### src/rtl/fcl_pkg.sv
// Shared types and constants for the FC layer 1 sequencer.
// State encoding, control bundle and address-width helper.
package fcl_pkg;

  localparam int unsigned FCL_NUM_IN  = 400;
  localparam int unsigned FCL_NUM_OUT = 120;
  localparam int unsigned FCL_RD_LAT  = 1;

  typedef enum logic [2:0] {
    IDLE,
    CLR,
    MAC,
    DRAIN,
    BIAS,
    OUT,
    DONE
  } fcl_state_t;

  typedef struct packed {
    logic clr;
    logic bias_en;
    logic valid;
    logic busy;
    logic done;
  } fcl_ctl_t;

  // A single-entry range still needs one address bit.
  function automatic int unsigned fcl_aw(input int unsigned n);
    return (n > 1) ? $clog2(n) : 1;
  endfunction

endpackage

### src/rtl/dff_en.sv
// Enabled D flip-flop with asynchronous active-low reset.
// Used as the memory-latency delay stage for the MAC strobe.
module dff_en #(
  parameter int unsigned DATA_WIDTH = 1
) (
  input  logic                  clk,
  input  logic                  rst_n,
  input  logic                  en,
  input  logic [DATA_WIDTH-1:0] d,
  output logic [DATA_WIDTH-1:0] q
);

  always_ff @(posedge clk or negedge rst_n) begin
    if (!rst_n) begin
      q <= '0;
    end else if (en) begin
      q <= d;
    end
  end

endmodule

### src/rtl/fcl_idx_cnt.sv
// Up counter with synchronous clear and terminal-count flag.
// Clear has priority over enable; saturation is left to the caller.
module fcl_idx_cnt #(
  parameter int unsigned W   = 8,
  parameter int unsigned MAX = 255
) (
  input  logic         clk,
  input  logic         rst_n,
  input  logic         clr,
  input  logic         en,
  output logic [W-1:0] cnt,
  output logic         tc
);

  always_ff @(posedge clk or negedge rst_n) begin
    if (!rst_n) begin
      cnt <= '0;
    end else if (clr) begin
      cnt <= '0;
    end else if (en) begin
      cnt <= cnt + W'(1);
    end
  end

  assign tc = (cnt == W'(MAX));

endmodule

### src/rtl/fcl_seq_ctrl.sv
// FC layer 1 sequencer: walks neurons and inputs, drives memory
// addresses and datapath enables, hands results out over valid/ready.
module fcl_seq_ctrl
  import fcl_pkg::*;
#(
  parameter int unsigned NUM_IN  = FCL_NUM_IN,
  parameter int unsigned NUM_OUT = FCL_NUM_OUT,
  parameter int unsigned IN_AW   = fcl_aw(NUM_IN),
  parameter int unsigned OUT_AW  = fcl_aw(NUM_OUT),
  parameter int unsigned WT_AW   = fcl_aw(NUM_IN * NUM_OUT)
) (
  input  logic              fcl_clk,
  input  logic              fcl_rst_b,
  input  logic              start_i,
  input  logic              abort_i,
  input  logic              out_ready_i,
  output logic [IN_AW-1:0]  in_addr_o,
  output logic [WT_AW-1:0]  wt_addr_o,
  output logic [OUT_AW-1:0] bias_addr_o,
  output logic              acc_clr_o,
  output logic              acc_en_o,
  output logic              bias_en_o,
  output logic              out_valid_o,
  output logic [OUT_AW-1:0] out_idx_o,
  output logic              busy_o,
  output logic              done_o
);

  fcl_state_t state, state_d;
  fcl_ctl_t   ctl_q, ctl_d;

  logic [IN_AW-1:0]  in_idx;
  logic [OUT_AW-1:0] out_idx;
  logic [WT_AW-1:0]  wt_ptr;
  logic              in_tc, out_tc, wt_tc;
  logic              in_clr, in_en;
  logic              run_go, out_en, wt_en;
  logic [FCL_RD_LAT:0] iss;

  always_comb begin
    state_d = state;
    unique case (state)
      IDLE:    if (start_i) state_d = CLR;
      CLR:     state_d = MAC;
      MAC:     if (in_tc) state_d = DRAIN;
      DRAIN:   state_d = BIAS;
      BIAS:    state_d = OUT;
      OUT:     if (out_ready_i) state_d = out_tc ? DONE : CLR;
      DONE:    state_d = IDLE;
      default: state_d = IDLE;
    endcase
    if (abort_i && state != IDLE) state_d = IDLE;
  end

  always_comb begin
    ctl_d         = '0;
    ctl_d.clr     = (state_d == CLR);
    ctl_d.bias_en = (state_d == BIAS);
    ctl_d.valid   = (state_d == OUT);
    ctl_d.busy    = (state_d != IDLE);
    ctl_d.done    = (state_d == DONE);
  end

  always_ff @(posedge fcl_clk or negedge fcl_rst_b) begin
    if (!fcl_rst_b) begin
      state <= IDLE;
      ctl_q <= '0;
    end else begin
      state <= state_d;
      ctl_q <= ctl_d;
    end
  end

  assign run_go = (state == IDLE) && start_i;
  assign in_clr = (state_d == CLR);
  assign in_en  = (state == MAC) && !in_tc;
  assign out_en = (state == OUT) && out_ready_i
               && !out_tc && !abort_i;
  // Weight pointer runs across neurons; it steps on accept
  // so the last MAC issue of a neuron holds its address.
  assign wt_en  = ((state == MAC) && !in_tc || out_en)
               && !wt_tc;

  fcl_idx_cnt #(.W(IN_AW), .MAX(NUM_IN - 1)) u_in_cnt (
    .clk   (fcl_clk),
    .rst_n (fcl_rst_b),
    .clr   (in_clr),
    .en    (in_en),
    .cnt   (in_idx),
    .tc    (in_tc)
  );

  fcl_idx_cnt #(.W(OUT_AW), .MAX(NUM_OUT - 1)) u_out_cnt (
    .clk   (fcl_clk),
    .rst_n (fcl_rst_b),
    .clr   (run_go),
    .en    (out_en),
    .cnt   (out_idx),
    .tc    (out_tc)
  );

  fcl_idx_cnt #(.W(WT_AW), .MAX(NUM_IN * NUM_OUT - 1)) u_wt_cnt (
    .clk   (fcl_clk),
    .rst_n (fcl_rst_b),
    .clr   (run_go),
    .en    (wt_en),
    .cnt   (wt_ptr),
    .tc    (wt_tc)
  );

  // Product-valid strobe trails the issue by the read latency.
  assign iss[0] = (state == MAC);

  for (genvar g = 0; g < FCL_RD_LAT; g++) begin : g_lat
    dff_en #(.DATA_WIDTH(1)) u_lat (
      .clk   (fcl_clk),
      .rst_n (fcl_rst_b),
      .en    (1'b1),
      .d     (iss[g] & ~abort_i),
      .q     (iss[g+1])
    );
  end

  assign in_addr_o   = in_idx;
  assign wt_addr_o   = wt_ptr;
  assign bias_addr_o = out_idx;
  assign out_idx_o   = out_idx;
  assign acc_en_o    = iss[FCL_RD_LAT];
  assign acc_clr_o   = ctl_q.clr;
  assign bias_en_o   = ctl_q.bias_en;
  assign out_valid_o = ctl_q.valid;
  assign busy_o      = ctl_q.busy;
  assign done_o      = ctl_q.done;

endmodule

### config.mk
export PLATFORM = sky130hd
export DESIGN_NAME = fcl_seq_ctrl
export DESIGN_NICKNAME = d
export VERILOG_FILES = /design/src/rtl/fcl_pkg.sv /design/src/rtl/dff_en.sv /design/src/rtl/fcl_idx_cnt.sv /design/src/rtl/fcl_seq_ctrl.sv
export SDC_FILE = /design/constraint.sdc
export NUM_CORES = 1
export LEC_CHECK = 0
export ABC_AREA = 1
export BUFFER_PORTS_ARGS = -buffer_cell sky130_fd_sc_hd__buf_2
export CAP_MARGIN = 20
export CORE_MARGIN = 4
export CORE_UTILIZATION = 55
export CTS_CLUSTER_SIZE = 12
export DETAILED_ROUTE_END_ITERATION = 8
export PLACE_DENSITY = 0.88
export REMOVE_ABC_BUFFERS = 1
export SETUP_SLACK_MARGIN = 0.2
export SLEW_MARGIN = 15
export SYNTH_ARGS = -nofsm -noshare
export SYNTH_HDL_FRONTEND = slang
export SYNTH_HIERARCHICAL = 1
export SYNTH_SLANG_ARGS = --single-unit
### constraint.sdc
create_clock -name fcl_clk -period 2.57 [get_ports fcl_clk]
set_input_delay 0.1285 -clock fcl_clk [delete_from_list [all_inputs] [get_ports fcl_clk]]
set_output_delay 0.1285 -clock fcl_clk [all_outputs]
set_load 0.005 [all_outputs]
* Word level (Yosys, flattened, before mapping)
Index checks and enable logic that the tools add are counted.
Widths: inputs -> output; s select.
** Storage, ports and cells
- Register bits :: 41
- Bits of input ports :: 5
- Output and inout port bits :: 45
- Word-level logic and storage cells :: 57
** Operators by class
- Add/sub/neg operators :: 3
- Equal/unequal tests :: 12
- Muxes and demuxes :: 12
- Bitwise operators :: 2
- Reduce and logical (&&, ||, !) cells :: 18
** Operator list (number)
- $mux 16 :: 2
- $mux 9 :: 2
- $pmux 3 s6 :: 1
- $add 16x1->16 const B :: 1
- $eq 16x16->1 const B :: 1
- $eq 3x3->1 const B :: 5
- $mux 3 :: 5
- $mux 7 :: 2
- $add 9x1->9 const B :: 1
- $eq 9x9->1 const B :: 1
- $add 7x1->7 const B :: 1
- $eq 7x7->1 const B :: 1
- $logic_and 1x1->1 :: 7
- $eq 3x1->1 const B :: 2
- $eq 3x2->1 const B :: 2
- $reduce_bool 2->1 :: 3
- $reduce_bool 3->1 :: 2
- $logic_not 1->1 :: 4
- $logic_not 3->1 :: 1
- $and 1x1->1 :: 1
- $logic_or 1x1->1 :: 1
- $not 1->1 :: 1

* Longest topological paths before layout
- Depth after elaboration :: 8
- Depth in mapped cells :: 16
- Mapped depth without buffers :: 16

* By module
Netlist, hierarchy kept.
** By module, submodules not included
- fcl_idx_cnt at u_wt_cnt :: instances 1, cells each 121, area each 922.1 µm², sequential area each 400.4 µm²
- fcl_seq_ctrl :: instances 1, cells each 74, area each 563.0 µm², sequential area each 200.2 µm²
- fcl_idx_cnt at u_in_cnt :: instances 1, cells each 64, area each 510.5 µm², sequential area each 225.2 µm²
- fcl_idx_cnt at u_out_cnt :: instances 1, cells each 50, area each 384.1 µm², sequential area each 175.2 µm²
- dff_en :: instances 1, cells each 5, area each 40.0 µm², sequential area each 25.0 µm²

* Worst setup path before layout
No wires, ideal clock.
- Path type :: reg2reg
- Start point :: register u_in_cnt.cnt[0]
- End point :: register u_wt_cnt.cnt[9]
- Library setup time :: 0.120 ns
- Data arrival time :: 2.044 ns
- Required time :: 2.450 ns
- Path slack :: 0.406 ns
- Cell stages (with the launch flop) :: 12
- Path buffers :: 0
- Clock period less this slack :: 2.164 ns
- Cells stage by stage :: dfrtp_1 > ha_1 > nand4_1 > nor4_1 > nor2_1 > inv_1 > a21oi_1 > nor2_4 > nor2_2 > nand3b_1 > o21ai_0 > nor2_1
** Between the ends
- Longest elaborated chain between the ends :: 6
** Ends and longest elaborated chain
- start: declaration :: RTL line fcl_idx_cnt.sv:11 : output logic [W-1:0] cnt,
- start signal: assignment :: RTL line fcl_idx_cnt.sv:21 : cnt <= cnt + W'(1);
- $eq 9x9->1 :: RTL line fcl_idx_cnt.sv:25 : assign tc = (cnt == W'(MAX));
- via in_tc :: RTL line fcl_seq_ctrl.sv:35 : logic in_tc, out_tc, wt_tc;
- $logic_not 1->1
- $logic_and 1x1->1
- via in_en :: RTL line fcl_seq_ctrl.sv:36 : logic in_clr, in_en;
- $logic_or 1x1->1 :: RTL line fcl_seq_ctrl.sv:81 : assign wt_en = ((state == MAC) && !in_tc || out_en)
- $logic_and 1x1->1 :: RTL line fcl_seq_ctrl.sv:82 : && !wt_tc;
- via wt_en :: RTL line fcl_seq_ctrl.sv:37 : logic run_go, out_en, wt_en;
- $reduce_bool 2->1 (no source line)
- end signal: assignment :: RTL line fcl_idx_cnt.sv:21
- end: declaration :: RTL line fcl_idx_cnt.sv:11
The timed path passes the listed nets, and every way through them passes these cells.
A chain may end at the register's enable or synchronous reset.

* Worst setup path after layout
- Start point :: register u_wt_cnt.cnt[0]
- End point :: register u_wt_cnt.cnt[5]
** Between the ends
- Longest elaborated chain between the ends :: 4
** Ends and longest elaborated chain (RTL line)
- $eq 16x16->1 :: fcl_idx_cnt.sv:25
- via wt_tc :: fcl_seq_ctrl.sv:35
- $logic_not 1->1 :: fcl_seq_ctrl.sv:82
- $logic_and 1x1->1 :: fcl_seq_ctrl.sv:82
- via wt_en :: fcl_seq_ctrl.sv:37
- $reduce_bool 2->1 (no source line)
The timed path passes the listed nets, and every way through them passes these cells. The select of a mux whose other input is x is not followed.

==> results.sh <==
export IMPL_finalHoldViolations=41
export IMPL_drtIter0Drc=171
export IMPL_path_class="reg -> reg"
export IMPL_syn_avg_cell_area_um2=7.71
export IMPL_ys_ff_latch=41
export IMPL_grt_antenna_before_repair=0
export IMPL_yosys_area_top_type="dfrtp_1"
export IMPL_netlist_instances=314
export IMPL_grt_max_degree=42
export IMPL_gp_congestion=0.922
export IMPL_path_buf_inv=1
export IMPL_final_nets=372
export IMPL_wl_per_cell_um=13.1
export IMPL_drv_cap=0
export IMPL_drt_pass1_iter_count=4
export IMPL_grt_use_total=0.220
export IMPL_clock_path_buffers=2
export IMPL_drive_gt1_frac=0.293
export IMPL_overflow=0
export IMPL_diodes=0
export IMPL_synth_top_area_frac=0.424
export IMPL_die_width_um=74.3
export IMPL_die_area_mm2=0.00552
export IMPL_violations="negative hold slack"
export IMPL_critPathLaunchType="flip-flop"
export IMPL_ir_drop_v=0.000367
export IMPL_ant_nets=0
export IMPL_worstPathArrival_ns=2.34
export IMPL_p_leak_nw=1.52
export IMPL_maxSlewHeadroom=0.392
export IMPL_worst_hold_path_type="in -> async"
export IMPL_setup_viol_count_final=0
export IMPL_fp_dieH_um=74.3
export IMPL_setup_tns_ns=0
export IMPL_grt_pass1_wl_mm=9.40
export IMPL_dp_hpwl_mm=3.98
export IMPL_finClkSkew_ns=0.00382
export IMPL_port_buffers=49
export IMPL_cp_common_cell="nor2_1"
export IMPL_final_common_cell="nand2_1"
export IMPL_cts_tree="done"
export IMPL_crit_slowest_cell="dfrtp_1"
export IMPL_yosys_warnings=6
export IMPL_final_util=0.685
export IMPL_htreeDepth=2
export IMPL_cts_made_buffers=5
export IMPL_synthToLayoutAreaGrowth_pct=16.4
export IMPL_cp_slowest_stage_delay_ns=0.44
export IMPL_crit_chain="ha_1, nand2_1, nor3_1, nand4_1, nor2_1, a21oi_2, nor2_4, inv_4, nand2_4, nor2_2, o21ai_0, nor2_1"
export IMPL_path_clk_slew_ns=0.08
export IMPL_required_ns=2.75
export IMPL_vias=2173
export IMPL_fmax_mhz=462
export IMPL_pin_count=50
export IMPL_rows=23
export IMPL_drt_wl_total_mm=5.46
export IMPL_status="finished, violations left"
export IMPL_worst_slew_pin_slew_ns=0.912
export IMPL_power_density_mw_per_mm2=793
export IMPL_cp_end_kind="flip-flop"
export IMPL_drv_slew=0
export IMPL_min_period_ns=2.16
export IMPL_rsz0062_at_grt="true"
export IMPL_clock_sinks=41
export IMPL_clk_latency_ns=0.29
export IMPL_power_total_mw=2.23
export IMPL_synth_seq_area_share=0.424
export IMPL_ctsHoldBuffers=0
export IMPL_core_area_mm2=0.00412
export IMPL_drc=0
export IMPL_grt_pass1_vias=2094
export IMPL_clockRootBuffer="clkbuf_8"
export IMPL_crit_fanout=5
export IMPL_whs_ns=-0.0290
export IMPL_fin_crit_sh=0.842
export IMPL_synth_cell_type_count=27
export IMPL_yosys_top_cells_area="dfrtp_1 (42%), nand2_1 (9.8%), nor2_1 (6.0%), inv_1 (5.9%), nor2_4 (5.6%)"
export IMPL_mostFrequentLayoutCells="nand2_1 (63), buf_2 (49), dfrtp_1 (41), nor2_1 (39), inv_1 (37)"
export IMPL_synth_area_mm2=0.00242
export IMPL_cp_top_family="simple AND/OR/NAND/NOR gates"
export IMPL_vias_per_cell=5.24
export IMPL_start_util=0.588
==> stage by stage <==
| stage | instances | instance area, um2 | setup slack [ns] |
|---|---|---|---|
| after floorplan | 306 | 2360 | 0.406 |
| after global placement | 407 | 2680 | 0.425 |
| after detailed placement | 407 | 2680 | 0.354 |
| after CTS | 415 | 2800 | 0.316 |
| after global routing | 415 | 2820 | 0.192 |
| final | 415 | 2820 | 0.405 |
==> report_power, final <==
group,total (mW),internal [mW],switching (mW)
sequential,0.816,0.727,0.0889
clock,0.530,0.317,0.214
combinational,0.887,0.292,0.595
==> worst reg2reg max path, stage by stage, from the launching register on <==
cell and delay, ns:
dfrtp_1 0.44, ha_1 0.23, nand2_1 0.15, nor3_1 0.21
nand4_1 0.13, nor2_1 0.17, a21oi_2 0.09, nor2_4 0.19
inv_4 0.08, nand2_4 0.09, nor2_2 0.05, o21ai_0 0.16
nor2_1 0.06
==> logic make-up (layout without fill, tap and decap cells) <==
| group | Yosys count | after routing | synth area share |
|---|---|---|---|
| compound gates | 33 | 33 | 0.0708 |
| flops | 41 | 41 | 0.424 |
| other cells | 1 | 2 | 0.00155 |
| xor+xnor | 2 | 2 | 0.00724 |
| fa+ha+maj | 3 | 3 | 0.0155 |
| simple gates | 180 | 180 | 0.383 |
| buf+inv | 54 | 104 | 0.0977 |
==> final timing paths <==
check	start	cells past startpoint	endpoint	slack [ns]
min	fcl_rst_b	1	u_out_cnt/cnt[1]	-0.03
min reg2reg	u_out_cnt/cnt[1]	2	u_out_cnt/cnt[1]	0.55
max reg2reg	u_wt_cnt/cnt[0]	12	u_wt_cnt/cnt[5]	0.41
min in group fcl_clk	abort_i	4	g_lat[0].u_lat/q	0.18
max	u_wt_cnt/cnt[0]	12	u_wt_cnt/cnt[5]	0.41
max in group asynchronous	fcl_rst_b	1	busy_o	2.03
==> cell type report <==
cell class                      count  area, um2
Timing Repair Buffer               51        260
Sequential cell                    41       1030
Clock buffer                        7       86.3
Fill cell                         329       1300
Tap cell                           50       62.6
Clock inverter                      1       30.0
Multi-Input combinational cell    220       1180
Inverter                           45        171
==> flip-flops by register name (all words and copies together), names as in the netlist <==
| name | cells |
|---|---|
| done_o | 1 |
| out_valid_o | 1 |
| u_out_cnt/cnt | 7 |
| busy_o | 1 |
| acc_clr_o | 1 |
| u_wt_cnt/cnt | 16 |
| g_lat.u_lat/q | 1 |
| state | 3 |
| u_in_cnt/cnt | 9 |
| bias_en_o | 1 |
==> cell usage after synthesis (all sizes together) <==
cell	number
xnor2	2
a21boi	1
nand2	77
inv	45
o21ai	12
nor4	1
nor3b	1
nor3	8
nand4	9
nor2	61
nand3b	1
nand3	21
buf	9
ha	3
conb	1
dfrtp	41
a21oi	20
and2	1
==> repair_timing <==
item                       4_1_cts  5_1_grt
setup endpoints to repair        0       12
buffers inserted                 0        0
gates resized for setup          0        5
==> routing by layer <==
layer,track usage,up-vias,share of wire
li1,-,1092,-
met1,0.277,1009,0.42
met2,0.376,64,0.51
met3,0.0392,8,0.053
met5,0,-,0
met4,0.0850,0,0.016
Power figures use the tool's default switching activity.
